<file path="config.mk">
export PLATFORM = sky130hd
export DESIGN_NAME = ctrl_fsm
export DESIGN_NICKNAME = d
export VERILOG_FILES = /design/src/rtl/simple_cpu_pkg.sv /design/src/rtl/pc_reg.sv /design/src/rtl/ctrl_fsm.sv
export SDC_FILE = /design/constraint.sdc
export NUM_CORES = 1
export LEC_CHECK = 0
export ABC_AREA = 0
export ABC_CLOCK_PERIOD_IN_PS = 2000
export BUFFER_PORTS_ARGS = -buffer_cell sky130_fd_sc_hd__buf_2
export CAP_MARGIN = 20
export CORE_ASPECT_RATIO = 0.6
export CORE_MARGIN = 2
export CORE_UTILIZATION = 50
export DETAILED_ROUTE_END_ITERATION = 12
export GPL_ROUTABILITY_DRIVEN = 0
export GPL_TIMING_DRIVEN = 0
export PLACE_DENSITY = 0.84
export SYNTH_ARGS = -nofsm -noshare
export SYNTH_HDL_FRONTEND = slang
export SYNTH_SLANG_ARGS = --single-unit
</file>
<file path="constraint.sdc">
create_clock -name clk -period 2 [get_ports clk]
set_input_delay 0.3 -clock clk [delete_from_list [all_inputs] [get_ports clk]]
set_output_delay 0.3 -clock clk [all_outputs]
set_load 0.05 [all_outputs]
</file>
<file path="src/rtl/simple_cpu_pkg.sv">
// simple_cpu_pkg: shared opcodes, FSM state encoding, ALU op codes and
// fixed addresses for the fetch/decode/execute controller.
package simple_cpu_pkg;

   // Instruction opcodes, carried in ins[4:2].
   localparam logic [2:0] OP_NOP  = 3'b000;
   localparam logic [2:0] OP_LDI  = 3'b001;
   localparam logic [2:0] OP_ADD  = 3'b010;
   localparam logic [2:0] OP_SUB  = 3'b011;
   localparam logic [2:0] OP_MOV  = 3'b100;
   localparam logic [2:0] OP_JMP  = 3'b101;
   localparam logic [2:0] OP_JZ   = 3'b110;
   localparam logic [2:0] OP_HALT = 3'b111;

   // ALU operation select driven towards the datapath.
   localparam logic [1:0] ALU_PASS_IMM = 2'b00;
   localparam logic [1:0] ALU_ADD      = 2'b01;
   localparam logic [1:0] ALU_SUB      = 2'b10;
   localparam logic [1:0] ALU_PASS_REG = 2'b11;

   // Memory word that absorbs the unconditional per-cycle write.
   localparam logic [3:0] SCRATCH_ADDR = 4'hF;

   typedef enum logic [2:0] {
      FETCH,
      DECODE,
      OPND,
      EXEC,
      HALTED
   } state_t;

   // Instructions that carry an operand word right after the opcode word.
   function automatic logic is_two_word(input logic [2:0] op);
      return (op == OP_LDI) || (op == OP_JMP) || (op == OP_JZ);
   endfunction

endpackage

</file>
<file path="src/rtl/pc_reg.sv">
// pc_reg: program counter with synchronous clear, load and wrapping increment.
module pc_reg #(
   parameter int PC_W = 4
) (
   input  logic            clk,
   input  logic            clr,
   input  logic            inc,
   input  logic            ld,
   input  logic [PC_W-1:0] ld_val,
   output logic [PC_W-1:0] pc
);

   // Clear beats load, load beats increment; the increment wraps modulo 2^PC_W.
   // NOTE: clocked state uses <= so every flop samples pre-edge values; = here would race readers.
   always_ff @(posedge clk) begin
      if (clr)
         pc <= '0;
      else if (ld)
         pc <= ld_val;
      else if (inc)
         pc <= pc + PC_W'(1);
   end

endmodule

</file>
<file path="src/rtl/ctrl_fsm.sv">
// ctrl_fsm: multi-cycle fetch/decode/execute controller in front of the
// instruction memory. Build with CTRL_STEP_EN defined to add a single-step
// input that gates each FETCH.
module ctrl_fsm
   import simple_cpu_pkg::*;
#(
   parameter int PC_W   = 4,
   parameter int INS_W  = 5,
   parameter int RA_W   = 2,
   parameter int DATA_W = 16
) (
   input  logic              clk,
   input  logic              start,
`ifdef CTRL_STEP_EN
   input  logic              step,
`endif
   input  logic [INS_W-1:0]  ins,
   input  logic              zero,
   output logic [PC_W-1:0]   r_addr,
   output logic [PC_W-1:0]   w_addr,
   output logic              rf_we,
   output logic [RA_W-1:0]   rf_waddr,
   output logic [RA_W-1:0]   rf_raddr,
   output logic [1:0]        alu_op,
   output logic [DATA_W-1:0] imm,
   output logic              halted
);

   state_t            state, state_d;
   logic [INS_W-1:0]  ir, opnd;
   logic [PC_W-1:0]   pc;
   logic [2:0]        op;
   logic [RA_W-1:0]   rd;
   logic              go;
   logic              pc_inc, pc_ld, ir_en, opnd_en;
   logic              we_d, halt_d;
   logic [RA_W-1:0]   waddr_q, waddr_d, raddr_q, raddr_d;
   logic [1:0]        alu_q, alu_d;
   logic [DATA_W-1:0] imm_q, imm_d;

   assign op = ir[INS_W-1 -: 3];
   assign rd = ir[RA_W-1:0];

`ifdef CTRL_STEP_EN
   assign go = step;
`else
   assign go = 1'b1;
`endif

   pc_reg #(.PC_W(PC_W)) u_pc (
      .clk    (clk),
      .clr    (start),
      .inc    (pc_inc),
      .ld     (pc_ld),
      .ld_val (opnd[PC_W-1:0]),
      .pc     (pc)
   );

   // State, instruction/operand latches and held control-output values.
   always_ff @(posedge clk) begin
      if (start) begin
         state   <= FETCH;
         ir      <= '0;
         opnd    <= '0;
         waddr_q <= '0;
         raddr_q <= '0;
         alu_q   <= ALU_PASS_IMM;
         imm_q   <= '0;
      end else begin
         state   <= state_d;
         if (ir_en)   ir   <= ins;
         if (opnd_en) opnd <= ins;
         waddr_q <= waddr_d;
         raddr_q <= raddr_d;
         alu_q   <= alu_d;
         imm_q   <= imm_d;
      end
   end

   // Next state, PC control and execute-cycle control values.
   // NOTE: every output of this block gets a default first so no path infers a latch.
   always_comb begin
      state_d = state;
      pc_inc  = 1'b0;
      pc_ld   = 1'b0;
      ir_en   = 1'b0;
      opnd_en = 1'b0;
      we_d    = 1'b0;
      halt_d  = (state == HALTED);
      waddr_d = waddr_q;
      raddr_d = raddr_q;
      alu_d   = alu_q;
      imm_d   = imm_q;
      case (state)
         FETCH: begin
            if (go) begin
               pc_inc  = 1'b1;
               state_d = DECODE;
            end
         end
         DECODE: begin
            ir_en = 1'b1;
            if (is_two_word(ins[INS_W-1 -: 3])) begin
               pc_inc  = 1'b1;
               state_d = OPND;
            end else begin
               state_d = EXEC;
            end
         end
         OPND: begin
            opnd_en = 1'b1;
            state_d = EXEC;
         end
         EXEC: begin
            state_d = FETCH;
            case (op)
               OP_LDI: begin
                  we_d    = 1'b1;
                  waddr_d = rd;
                  alu_d   = ALU_PASS_IMM;
                  imm_d   = DATA_W'(opnd);
               end
               OP_ADD, OP_SUB: begin
                  we_d    = 1'b1;
                  waddr_d = rd;
                  raddr_d = rd;
                  alu_d   = (op == OP_ADD) ? ALU_ADD : ALU_SUB;
               end
               OP_MOV: begin
                  we_d    = 1'b1;
                  waddr_d = '0;
                  raddr_d = rd;
                  alu_d   = ALU_PASS_REG;
               end
               OP_JMP:  pc_ld = 1'b1;
               OP_JZ:   pc_ld = zero;
               OP_HALT: begin
                  halt_d  = 1'b1;
                  state_d = HALTED;
               end
               default: ;
            endcase
         end
         HALTED:  ;
         default: state_d = FETCH;
      endcase
   end

   // A strobe never escapes in a cycle where reset is being applied.
   assign rf_we    = we_d & ~start;
   assign r_addr   = pc;
   assign w_addr   = PC_W'(SCRATCH_ADDR);
   assign rf_waddr = waddr_d;
   assign rf_raddr = raddr_d;
   assign alu_op   = alu_d;
   assign imm      = imm_d;
   assign halted   = halt_d;

endmodule
</file>
After elaboration in Yosys (flattened, before gate mapping)
Cells that the tools add are included.
{"block": "totals", "wordCells": 57, "regBits": 39, "out_inout_bits": 32, "in_bits": 8}
{"block": "op_classes", "bitwise_logic": 2, "reduce_logical": 8, "n_eq_ne": 14, "add_sub_neg": 1, "mux": 24}
{"cell": "$mux W16", "n": 2}
{"cell": "$eq A3 B3 Y1 const B", "n": 7}
{"cell": "$pmux W3 S5", "n": 1}
{"cell": "$eq A3 B2 Y1 const B", "n": 4}
{"cell": "$mux W2", "n": 5}
{"cell": "$eq A3 B1 Y1 const B", "n": 3}
{"cell": "$mux W1", "n": 9}
{"cell": "$mux W4", "n": 2}
{"cell": "$pmux W2 S3", "n": 1}
{"cell": "$reduce_or A3 Y1", "n": 2}
{"cell": "$add A4 B1 Y4 const B", "n": 1}
{"cell": "$pmux W1 S2", "n": 2}
{"cell": "$pmux W2 S2", "n": 1}
{"cell": "$reduce_or A4 Y1", "n": 1}
{"cell": "$logic_not A3 Y1", "n": 1}
{"cell": "$mux W3", "n": 1}
{"cell": "$logic_or A1 B1 Y1", "n": 2}
{"cell": "$reduce_bool A2 Y1", "n": 1}
{"cell": "$reduce_or A2 Y1", "n": 1}
{"cell": "$and A1 B1 Y1", "n": 1}
{"cell": "$not A1 Y1", "n": 1}

Longest topological paths before layout
Gate-level depths: netlist of the first run.
{"block": "logic_depth", "word_depth": 7, "depth_mapped": 7}

Hierarchy
From an unflattened synthesis of the first run, not the netlist that was laid out.
{"block": "unflattened", "cells_unflattened": 197, "hier_area_um2": 1831.8}
{"mod": "ctrl_fsm", "area_per_inst_um2": 1626.6, "n_inst": 1, "cells_per_inst": 175}
{"mod": "pc_reg", "area_per_inst_um2": 205.2, "n_inst": 1, "cells_per_inst": 22}

Least setup slack after synthesis of the first run
Ideal clock, no wire load.
{"block": "synth_timing", "path_kind": "reg2out", "startpoint": "reg state[2]", "endpoint": "out rf_we", "path_slack_ns": -0.184, "stages_incl_launch_ff": 7, "arrival_time_ns": 1.884, "path_cell_list": "dfxtp_1 > buf_2 > and3b_1 > buf_4 > nand4_4 > clkbuf_1 > a21oi_1"}
{"block": "synth_via", "elab_chain_len": 3}
{"element": "start: declaration", "line": "ctrl_fsm.sv:29", "text": "state_t state, state_d;"}
{"element": "start signal: assignment", "line": "ctrl_fsm.sv:70", "text": "state <= state_d;"}
{"element": "$eq A3 B2 Y1", "line": "ctrl_fsm.sv:94", "text": "case (state)"}
{"element": "$mux W1", "line": "ctrl_fsm.sv:94"}
{"element": "$and A1 B1 Y1", "line": "ctrl_fsm.sv:150", "text": "assign rf_we = we_d & ~start;"}
{"element": "end: declaration", "line": "ctrl_fsm.sv:21", "text": "output logic rf_we,"}
Every way passes these cells.

Final worst setup path of the first run
{"block": "layout_timing", "startpoint": "reg state[2]", "endpoint": "out imm[4]"}
{"block": "layout_via", "elab_chain_len": 2}
{"element": "$eq A3 B2 Y1", "line": "ctrl_fsm.sv:94"}
{"element": "$mux W16", "line": "ctrl_fsm.sv:94"}
{"element": "end: declaration", "line": "ctrl_fsm.sv:25", "text": "output logic [DATA_W-1:0] imm,"}
Every way passes these cells.

==> metrics.log, run 1 <==
INFO  metric run_status = finished clean
INFO  metric proportion_of_layout_cells_with_a_drive_suffix_above_1 = 38.3%
INFO  metric hold_path_class = in2reg
INFO  metric diodes = 0
INFO  metric wl = 3830 um
INFO  metric critical_path.max_stage_delay = 370 ps
INFO  metric combinational_family_with_the_most_area_after_synthesis = simple AND/OR/NAND/NOR gates
INFO  metric area.sequential = 792 sq um
INFO  metric cts.clk_slew.worst_paths = 70 ps
INFO  metric synth_xor_xnor_area_share = 1.54%
INFO  metric dpl-instance-area = 1960 sq um
INFO  metric finish.utilization = 70.9%
INFO  metric gr-usage-all-layers = 22.2%
INFO  metric rsz0062_at_grt = true
INFO  metric number_of_buffers_between_clock_root_and_the_deepest_sink = 2
INFO  metric place.detailed.instances = 262
INFO  metric power.density_cell_area = 706 nW/um^2
INFO  metric drt_first_pass_iters = 4
INFO  metric drc = 0
INFO  metric reg.largest.list = imm_q x16, ir x5, opnd x5
INFO  metric detail_route.wl_per_cell = 13.9 um
INFO  metric vdd_ir_drop_max = 0.517 mV
INFO  metric die_area = 3920 sq um
INFO  metric worstPathMaxFanout = 6
INFO  metric postLayoutCellArea = 2310 sq um
INFO  metric critical_path.cell_chain = and3b_1 -> buf_6 -> nand4_4 -> mux2_4 -> buf_8
INFO  metric synthSimpleGateAreaFrac = 27.3%
INFO  metric yosysTopAreaCellShare = 45.6%
INFO  metric cp_data_arrival_time = 1690 ps
INFO  metric number_of_enable_flip_flop_cells_after_synthesis = 0
INFO  metric netlist-cell-type-count = 39
INFO  metric hpwl = 2350 um
INFO  metric detail_route.vias_per_cell = 5.09
INFO  metric worst-r2r-cell-count = 5
INFO  metric yosys.area_share.adder = 0.732%
INFO  metric synth_seq_cells = 39
INFO  metric timing.final.hold_violations = 0
INFO  metric fmax = 501 MHz
INFO  metric global_route.overflow_total = 0
INFO  metric i_o_pins = 40
INFO  metric synth_largest_area_cell = sky130_fd_sc_hd__dfxtp_1
INFO  metric synth-warning-count = 0
INFO  metric grt_first_pass_wirelength = 6550 um
INFO  metric grt_start_max_net_pins = 12
INFO  metric synthesis.instances = 179
INFO  metric critical_path.startpoint = state[2]
INFO  metric die_width = 79.5 um
INFO  metric timing.critical_path.slowest_stage_cell = sky130_fd_sc_hd__mux2_4
INFO  metric cap_viol_max_count = 0
INFO  metric worstSkewPairLatency = 280 ps
INFO  metric most-common-layout-cells = sky130_fd_sc_hd__dfxtp_1 (34), sky130_fd_sc_hd__nor2_1 (18), sky130_fd_sc_hd__buf_4 (16), sky130_fd_sc_hd__buf_2 (16)
INFO  metric placement.io_buffers = 35
INFO  metric reg2reg_from = state[2]
INFO  metric core.rowCount = 16
INFO  metric worst_setup_path_start_kind = flop
INFO  metric drtIter0Drc = 93
INFO  metric clkSinkCount = 39
INFO  metric yosys-mux-area-fraction = 11.0%
INFO  metric ant_nets = 0
INFO  metric max_slew_margin = 59.3%
INFO  metric fraction_of_registers_with_async_set_reset = 0%
INFO  metric met1_wire_length = 1830 um
INFO  metric route.met2.wl = 1620 um
INFO  metric depth_of_the_worst_hold_timing_path = 3
INFO  metric setup-violations-final = 0
INFO  metric total_length_of_routed_met3_wires = 350 um
INFO  metric cts_tree = done
INFO  metric regMostFlops = imm_q
INFO  metric route.top_layer_used = met4
INFO  metric cts_max_level = 2
INFO  metric timing.critical_path.to_type = primary output
INFO  metric grt_pass1_vias = 1,316
INFO  metric worst-setup-path-type = reg2out
INFO  metric multiInputGateArea = 932 sq um
INFO  metric cell_area_synth = 1710 sq um
INFO  metric synth_top_cells_by_area = sky130_fd_sc_hd__dfxtp_1 (46%), sky130_fd_sc_hd__and2_1 (8.4%), sky130_fd_sc_hd__mux2i_1 (6.4%)
INFO  metric total_leakage_power = 1.03 nW
INFO  metric die_height = 49.3 um
INFO  metric cts_made_buffers = 5
INFO  metric synth.yosys.seq_area_share = 45.6%
INFO  metric worst_clock_skew = 5.68 ps
INFO  metric min_to = opnd[0]
INFO  metric synth_top_flop_cell = sky130_fd_sc_hd__dfxtp_1
INFO  metric crit-reg2reg-capture = imm_q[4]
INFO  metric rrSetupSlack = 480 ps
INFO  metric worst_pin_slew = 611 ps
INFO  metric hp-start = ins[0]
INFO  metric core = 3260 sq um
INFO  metric areaGrowthSynthToFinish = 35.2%
INFO  metric cts_root_buffer = sky130_fd_sc_hd__clkbuf_8
INFO  metric fill_cells = 230
INFO  metric syn_avg_cell_area = 9.56 sq um
INFO  metric min_period = 1990 ps
INFO  metric finalMaxSlewViolations = 0
INFO  metric routed-via-count = 1,401
INFO  metric final_nets = 238
INFO  metric largest_register_ffs = 16
INFO  metric initial_core_util = 52.4%
INFO  metric instances_no_fill = 275
INFO  metric finalCritPeriodShare = 99.7%
INFO  metric final_common_cell = sky130_fd_sc_hd__dfxtp_1
INFO  metric grt_antenna_before_repair = 0
INFO  metric critical_path_required = 1700 ps
INFO  metric synth_compound_gate_area_share = 8.41%
[through the flow]
step / setup TNS, ps / hold slack (ps) / power (mW) / setup slack, ps
after floorplan: 0 / 421 / 1.07 / 51.8
after global placement: 0 / 434 / 1.12 / 7.61
after detailed placement: -154 / 436 / 1.12 / -23.7
after CTS: -67.1 / 276 / 1.64 / -14.3
after global routing: -770 / 280 / 1.72 / -65.9
final: 0 / 282 / 1.63 / 5.91
[critical path: cells and delay by family, from the launching register on]
kind | cells | cell delay (ps)
muxes | 1 | 370
and+or+nand+nor | 2 | 390
buffers and inverters | 2 | 290
DFF | 1 | 350
[area by class of cell]
class                           count  area share, %
Tap cell                           45           2.44
Multi-Input combinational cell    127           40.3
Buffer                             11           3.41
Inverter                            3          0.541
Timing Repair Buffer               42           15.5
Sequential cell                    39           34.3
Clock inverter                      1          0.216
Clock buffer                        7           3.30
[worst max path at each step]
stage | endpoint | slack [ps]
after floorplan | alu_op[1] | 50
after global placement | imm[12] | 8
after detailed placement | imm[14] | -20
after CTS | imm[4] | -10
after global routing | imm[4] | -70
final | imm[4] | 6
[what timing repair did]
item                                    4_1_cts  5_1_grt
hold buffers                                  0        0
cloned                                        3        0
resized for setup                            68       10
pin swaps                                     5        1
endpoints found under the setup margin       22       21
setup buffers                                 4        1
[synth_stat cells, types with 2 or more instances]
master and instances:
sky130_fd_sc_hd__inv_1 2, sky130_fd_sc_hd__nand2_1 2, sky130_fd_sc_hd__xnor2_1 3, sky130_fd_sc_hd__and3b_1 3, sky130_fd_sc_hd__and2_1 23, sky130_fd_sc_hd__mux2_2 7, sky130_fd_sc_hd__o21ai_0 3, sky130_fd_sc_hd__dfxtp_1 39
sky130_fd_sc_hd__a211oi_1 3, sky130_fd_sc_hd__nor2b_1 14, sky130_fd_sc_hd__buf_2 4, sky130_fd_sc_hd__a21oi_1 3, sky130_fd_sc_hd__buf_4 5, sky130_fd_sc_hd__clkbuf_1 4, sky130_fd_sc_hd__nand3_1 7, sky130_fd_sc_hd__mux2i_1 11
sky130_fd_sc_hd__nor2_1 20, sky130_fd_sc_hd__a31oi_1 2, sky130_fd_sc_hd__nor3_1 4
[logic make-up (layout without fill, tap and decap cells)]
| kind of cell | after synthesis | after routing |
|---|---|---|
| flip-flops | 39 | 39 |
| buffers and inverters | 17 | 64 |
| adder cells (fa/ha/maj) | 1 | 1 |
| multiplexers | 18 | 18 |
| other | 1 | 4 |
| AND/OR/NAND/NOR | 80 | 81 |
| XOR/XNOR | 3 | 3 |
| AO/OA/AOI/OAI | 20 | 20 |
[where the power goes]
group	switching (mW)	total (mW)	internal, mW
sequential	0.0327	0.841	0.809
combinational	0.186	0.295	0.109
clock	0.252	0.496	0.244
[routing by layer]
layer	vias up	track usage, %
met5	-	0
met4	0	6.03
met3	5	6.11
met2	51	31.0
met1	643	33.1
li1	702	-
Power figures use the tool's default switching activity.
==> inputs of run 2 (changes only) <==
--- a/config.mk
+++ b/config.mk
@@ -12,6 +12,7 @@
 export CORE_ASPECT_RATIO = 0.6
 export CORE_MARGIN = 2
 export CORE_UTILIZATION = 50
+export CTS_BUF_LIST = sky130_fd_sc_hd__clkbuf_4
 export DETAILED_ROUTE_END_ITERATION = 12
 export GPL_ROUTABILITY_DRIVEN = 0
 export GPL_TIMING_DRIVEN = 0
==> metrics.log, run 2 (same netlist as run 1, synthesis figures left out) <==
INFO  metric grt_first_pass_wirelength = 6630 um
INFO  metric pwr-share-seq = 53.3%
INFO  metric worst_pin_slew = 619 ps
INFO  metric setup-violations-final = 19
INFO  metric area.sequential = 792 sq um
INFO  metric drc = 0
INFO  metric run_status = finished, violations left
INFO  metric setup_ws = -114 ps
INFO  metric switching_share = 30.9%
INFO  metric final_common_cell = sky130_fd_sc_hd__dfxtp_1
INFO  metric max_slew_margin = 58.7%
INFO  metric crit_buf_inv = 2
INFO  metric worst_clock_skew = 14.3 ps
INFO  metric timing.final.hold_violations = 0
INFO  metric cts_root_buffer = sky130_fd_sc_hd__clkbuf_4
INFO  metric critical_path_required = 1700 ps
INFO  metric crit-reg2reg-capture = imm_q[4]
INFO  metric core = 3260 sq um
INFO  metric ant_nets = 0
INFO  metric die_height = 49.3 um
INFO  metric rsz0062_at_grt = true
INFO  metric min_to = opnd[0]
INFO  metric path_delay_family = simple AND/OR/NAND/NOR gates
INFO  metric i_o_pins = 40
INFO  metric global_route.overflow_total = 0
INFO  metric fmax = 473 MHz
INFO  metric reg.largest.list = imm_q x16, ir x5, opnd x5
INFO  metric vdd_ir_drop_max = 0.452 mV
INFO  metric worstPathMaxFanout = 6
INFO  metric combinational_cell_fraction_of_total_power = 20.0%
INFO  metric clkSinkCount = 39
INFO  metric cell_internal_pwr = 1.09 mW
INFO  metric cap_viol_max_count = 0
INFO  metric total_leakage_power = 1.08 nW
INFO  metric finalMaxSlewViolations = 0
INFO  metric rrSetupSlack = 420 ps
INFO  metric worstSkewPairLatency = 340 ps
INFO  metric p_sw = 0.488 mW
INFO  metric drt_first_pass_iters = 4
INFO  metric reg2reg_from = state[2]
INFO  metric initial_core_util = 52.4%
INFO  metric critical_path.cell_chain = and3b_1 -> buf_6 -> nand4_4 -> mux2_4 -> buf_8
INFO  metric min_period = 2110 ps
INFO  metric final_nets = 241
INFO  metric grt_antenna_before_repair = 0
INFO  metric detail_route.vias_per_cell = 5.20
INFO  metric power.density_cell_area = 657 nW/um^2
INFO  metric cts_tree = done
INFO  metric hold_path_class = in2reg
INFO  metric die_width = 79.5 um
INFO  metric regMostFlops = imm_q
INFO  metric cts.clk_slew.worst_paths = 120 ps
INFO  metric grt_pass1_vias = 1,323
INFO  metric cp_data_arrival_time = 1810 ps
INFO  metric largest_register_ffs = 16
INFO  metric detail_route.wl_per_cell = 15.6 um
INFO  metric hp-start = ins[0]
INFO  metric grt_start_max_net_pins = 12
INFO  metric place_worst_setup_slack = -23.7 ps
INFO  metric fin_tns_setup = -1410 ps
INFO  metric placement.io_buffers = 35
INFO  metric diodes = 0
INFO  metric gr-usage-all-layers = 22.4%
INFO  metric instances_no_fill = 278
INFO  metric routed-via-count = 1,446
INFO  metric timing.critical_path.slowest_stage_cell = sky130_fd_sc_hd__mux2_4
INFO  metric power.share.clock = 26.7%
INFO  metric depth_of_the_worst_hold_timing_path = 3
INFO  metric most-common-layout-cells = sky130_fd_sc_hd__dfxtp_1 (34), sky130_fd_sc_hd__nor2_1 (18), sky130_fd_sc_hd__buf_6 (15)
INFO  metric core.rowCount = 16
INFO  metric place.detailed.instances = 262
INFO  metric wl = 4330 um
INFO  metric violations = negative setup slack
INFO  metric timing.critical_path.to_type = primary output
INFO  metric worst_setup_path_start_kind = flop
INFO  metric number_of_buffers_between_clock_root_and_the_deepest_sink = 2
INFO  metric drtIter0Drc = 77
INFO  metric worst-setup-path-type = reg2out
INFO  metric fill_cells = 229
INFO  metric areaGrowthSynthToFinish = 40.7%
INFO  metric cts_max_level = 2
INFO  metric multiInputGateArea = 973 sq um
INFO  metric critical_path.max_stage_delay = 380 ps
INFO  metric proportion_of_layout_cells_with_a_drive_suffix_above_1 = 41.6%
INFO  metric finalCritPeriodShare = 106%
INFO  metric hpwl = 2350 um
INFO  metric worst-r2r-cell-count = 5
INFO  metric cts_made_buffers = 5
INFO  metric die_area = 3920 sq um
## run 2: cell count changes in the layout (fill, tap and decap cells not counted), moves of 2 or more
cell / change
sky130_fd_sc_hd__clkbuf_4: +7
sky130_fd_sc_hd__buf_4: -2
sky130_fd_sc_hd__clkbuf_1: -2
sky130_fd_sc_hd__clkbuf_8: -7
sky130_fd_sc_hd__buf_8: +6
sky130_fd_sc_hd__nand3_2: +2
sky130_fd_sc_hd__buf_6: +4
sky130_fd_sc_hd__nand3_1: -2
sky130_fd_sc_hd__buf_2: -3
sky130_fd_sc_hd__mux2_4: +2
sky130_fd_sc_hd__mux2_2: -2
## run 2: through the flow
step                      hold WS [ps]  utilization, %  cell area, sq um  power, mW
after CTS                          218            70.2              2290       1.56
after global routing               210            73.8              2410       1.65
after detailed placement           436            60.0              1960       1.12
after floorplan                    421               -              1730       1.07
after global placement             434            60.0              1960       1.12
final                              225            73.8              2410       1.58
## run 2: repair_timing
action | 4_1_cts | 5_1_grt
pin swaps | 5 | 5
endpoints found under the hold margin | 0 | 0
endpoints found under the setup margin | 23 | 24
buffers inserted | 4 | 5
hold buffers | 0 | 0
gates cloned | 3 | 0
resized for setup | 74 | 29
## run 2: how the worst max path moves through the flow
| stage | start | depth (start not counted) | slack [ps] | to |
|---|---|---|---|---|
| floorplan | state[2] | 5 | 50 | alu_op[1] |
| global placement | state[2] | 7 | 8 | imm[12] |
| detailed placement | state[2] | 7 | -20 | imm[14] |
| CTS | state[1] | 6 | -80 | imm[4] |
| global route | state[2] | 7 | -180 | alu_op[1] |
| finish | state[2] | 5 | -110 | imm[4] |
## run 2: power by group through the flow
stage	sequential (mW)	clock (mW)	combinational, mW
after global placement	0.852	0	0.266
after detailed placement	0.852	0	0.269
after global routing	0.848	0.463	0.341
after floorplan	0.884	0	0.183
final	0.843	0.422	0.317
after CTS	0.840	0.420	0.297
## run 2: area by class of cell
type | count | share of cell area (%)
plain buffers | 11 | 3.33
clock buffers | 7 | 2.18
clock inverters | 1 | 0.208
inverters | 3 | 0.520
multi-input cells | 127 | 40.4
flip-flops and latches | 39 | 32.9
well taps | 45 | 2.34
repair buffers | 45 | 18.1
## run 2: routing by layer
layer,wire [um],global-route usage [%],up-vias
met3,342,7.59,5
met1,1970,33.1,673
met4,25,5.17,0
met5,0,0,-
met2,1980,31.2,61
li1,-,-,707
## run 2: worst min-delay path, stage by stage
cell and delay, ps:
sky130_fd_sc_hd__buf_2 100, sky130_fd_sc_hd__mux2i_1 60, sky130_fd_sc_hd__nor2_1 70
==> inputs of run 3 (changes only) <==
--- a/config.mk
+++ b/config.mk
@@ -17,6 +17,7 @@
 export GPL_ROUTABILITY_DRIVEN = 0
 export GPL_TIMING_DRIVEN = 0
 export PLACE_DENSITY = 0.84
+export SKIP_CTS_REPAIR_TIMING = 1
 export SYNTH_ARGS = -nofsm -noshare
 export SYNTH_HDL_FRONTEND = slang
 export SYNTH_SLANG_ARGS = --single-unit
==> metrics.log, run 3 (same netlist as run 1, synthesis figures left out) <==
INFO  metric drtIter0Drc = 76
INFO  metric vdd_ir_drop_max = 0.482 mV
INFO  metric crit-reg2reg-capture = u_pc.pc[3]
INFO  metric clkSinkCount = 39
INFO  metric finalCritPeriodShare = 108%
INFO  metric largest_register_ffs = 16
INFO  metric drc = 0
INFO  metric grt_pass1_vias = 1,206
INFO  metric reg.largest.list = imm_q x16, ir x5, opnd x5
INFO  metric hpwl = 2350 um
INFO  metric cts_root_buffer = sky130_fd_sc_hd__clkbuf_4
INFO  metric path_delay_family = buffers and inverters
INFO  metric finalMaxSlewViolations = 0
INFO  metric instances_no_fill = 277
INFO  metric number_of_buffers_between_clock_root_and_the_deepest_sink = 2
INFO  metric cts_max_level = 2
INFO  metric wl = 3930 um
INFO  metric min_period = 2160 ps
INFO  metric reg2reg_from = state[1]
INFO  metric depth_of_the_worst_hold_timing_path = 3
INFO  metric global_route.overflow_total = 0
INFO  metric proportion_of_layout_cells_with_a_drive_suffix_above_1 = 39.2%
INFO  metric fin_tns_setup = -2110 ps
INFO  metric die_height = 49.3 um
INFO  metric crit_buf_inv = 4
INFO  metric detail_route.wl_per_cell = 14.2 um
INFO  metric cts.clk_slew.worst_paths = 120 ps
INFO  metric crit_path_frequent_cell = sky130_fd_sc_hd__buf_6
INFO  metric timing.final.hold_violations = 0
INFO  metric routed-via-count = 1,392
INFO  metric hp-start = ins[0]
INFO  metric grt_antenna_before_repair = 0
INFO  metric final_nets = 240
INFO  metric critical_path_required = 1700 ps
INFO  metric initial_core_util = 52.4%
INFO  metric final_common_cell = sky130_fd_sc_hd__dfxtp_1
INFO  metric i_o_pins = 40
INFO  metric worstPathMaxFanout = 8
INFO  metric rrSetupSlack = 330 ps
INFO  metric hold_path_class = in2reg
INFO  metric worst-r2r-cell-count = 8
INFO  metric regMostFlops = imm_q
INFO  metric worst_clock_skew = 6.04 ps
INFO  metric gr-usage-all-layers = 18.9%
INFO  metric die_area = 3920 sq um
INFO  metric cap_viol_max_count = 0
INFO  metric critical_path.cell_chain = buf_6 -> and3b_1 -> buf_6 -> buf_4 -> o21ai_0 -> nand2_1 -> nand3_1 -> clkbuf_4
INFO  metric min_to = opnd[0]
INFO  metric die_width = 79.5 um
INFO  metric cp_data_arrival_time = 1860 ps
INFO  metric areaGrowthSynthToFinish = 37.5%
INFO  metric most-common-layout-cells = sky130_fd_sc_hd__dfxtp_1 (34), sky130_fd_sc_hd__nor2_1 (20), sky130_fd_sc_hd__buf_6 (15)
INFO  metric cts_tree = done
INFO  metric place.detailed.instances = 262
INFO  metric total_leakage_power = 1.06 nW
INFO  metric ant_nets = 0
INFO  metric detail_route.vias_per_cell = 5.03
INFO  metric cts_made_buffers = 5
INFO  metric grt_first_pass_wirelength = 5730 um
INFO  metric worst_setup_path_start_kind = flop
INFO  metric critical_path.max_stage_delay = 340 ps
INFO  metric worst_pin_slew = 534 ps
INFO  metric worstSkewPairLatency = 340 ps
INFO  metric core = 3260 sq um
INFO  metric violations = negative setup slack
INFO  metric rsz0062_at_grt = true
INFO  metric max_slew_margin = 64.3%
INFO  metric timing.critical_path.to_type = primary output
INFO  metric worst-setup-path-type = reg2out
INFO  metric power.density_cell_area = 667 nW/um^2
INFO  metric drt_first_pass_iters = 5
INFO  metric run_status = finished, violations left
INFO  metric diodes = 0
INFO  metric core.rowCount = 16
INFO  metric grt_start_max_net_pins = 12
INFO  metric setup-violations-final = 22
INFO  metric placement.io_buffers = 35
INFO  metric setup_ws = -159 ps
INFO  metric fmax = 463 MHz
INFO  metric timing.critical_path.slowest_stage_cell = sky130_fd_sc_hd__dfxtp_2
-- run 3: worst max path at each step --
stage | from | cells after the start | end
after floorplan | state[2] | 5 | alu_op[1]
after global placement | state[2] | 7 | imm[12]
after detailed placement | state[2] | 7 | imm[14]
after CTS | state[2] | 7 | imm[14]
after global routing | ir[2] | 6 | rf_waddr[0]
final | state[1] | 8 | rf_waddr[0]
-- run 3: per-stage QoR --
stage	power, mW	worst slack, ps	util [%]	hold WS (ps)	area [sq um]
after floorplan	1.07	51.8	-	421	1730
after global placement	1.12	7.61	60.0	434	1960
after detailed placement	1.12	-23.7	60.0	436	1960
after CTS	1.53	-409	61.7	218	2010
after global routing	1.65	-248	72.0	219	2350
final	1.57	-159	72.0	226	2350
-- run 3: cell type report --
cell class / count / area, sq um
Sequential cell: 39 / 790
Clock buffer: 7 / 52.6
Inverter: 3 / 15.0
Multi-Input combinational cell: 127 / 932
Timing Repair Buffer: 42 / 402
Tap cell: 45 / 56.3
Fill cell: 231 / 912
Buffer: 13 / 98.8
Clock inverter: 1 / 5.00
-- run 3: power breakdown --
group | leakage, nW | internal [mW] | switching (mW) | total, mW
clock network | 0.0361 | 0.164 | 0.256 | 0.420
registers | 0.318 | 0.810 | 0.0324 | 0.842
logic | 0.701 | 0.118 | 0.188 | 0.306
total | 1.06 | 1.09 | 0.476 | 1.57
-- run 3: per-layer routing --
metal	global-route usage (%)	part of all wire (%)	up-vias	routed length, um
li1	-	-	705	-
met1	28.8	50	637	1960
met2	25.1	42	45	1660
met3	6.11	7.3	5	286
met4	5.17	0.69	0	27
met5	0	0	-	0
-- run 3: worst min-delay path, cell delays in order --
cell	delay [ps]
sky130_fd_sc_hd__buf_2	100
sky130_fd_sc_hd__mux2i_1	60
sky130_fd_sc_hd__nor2_1	70
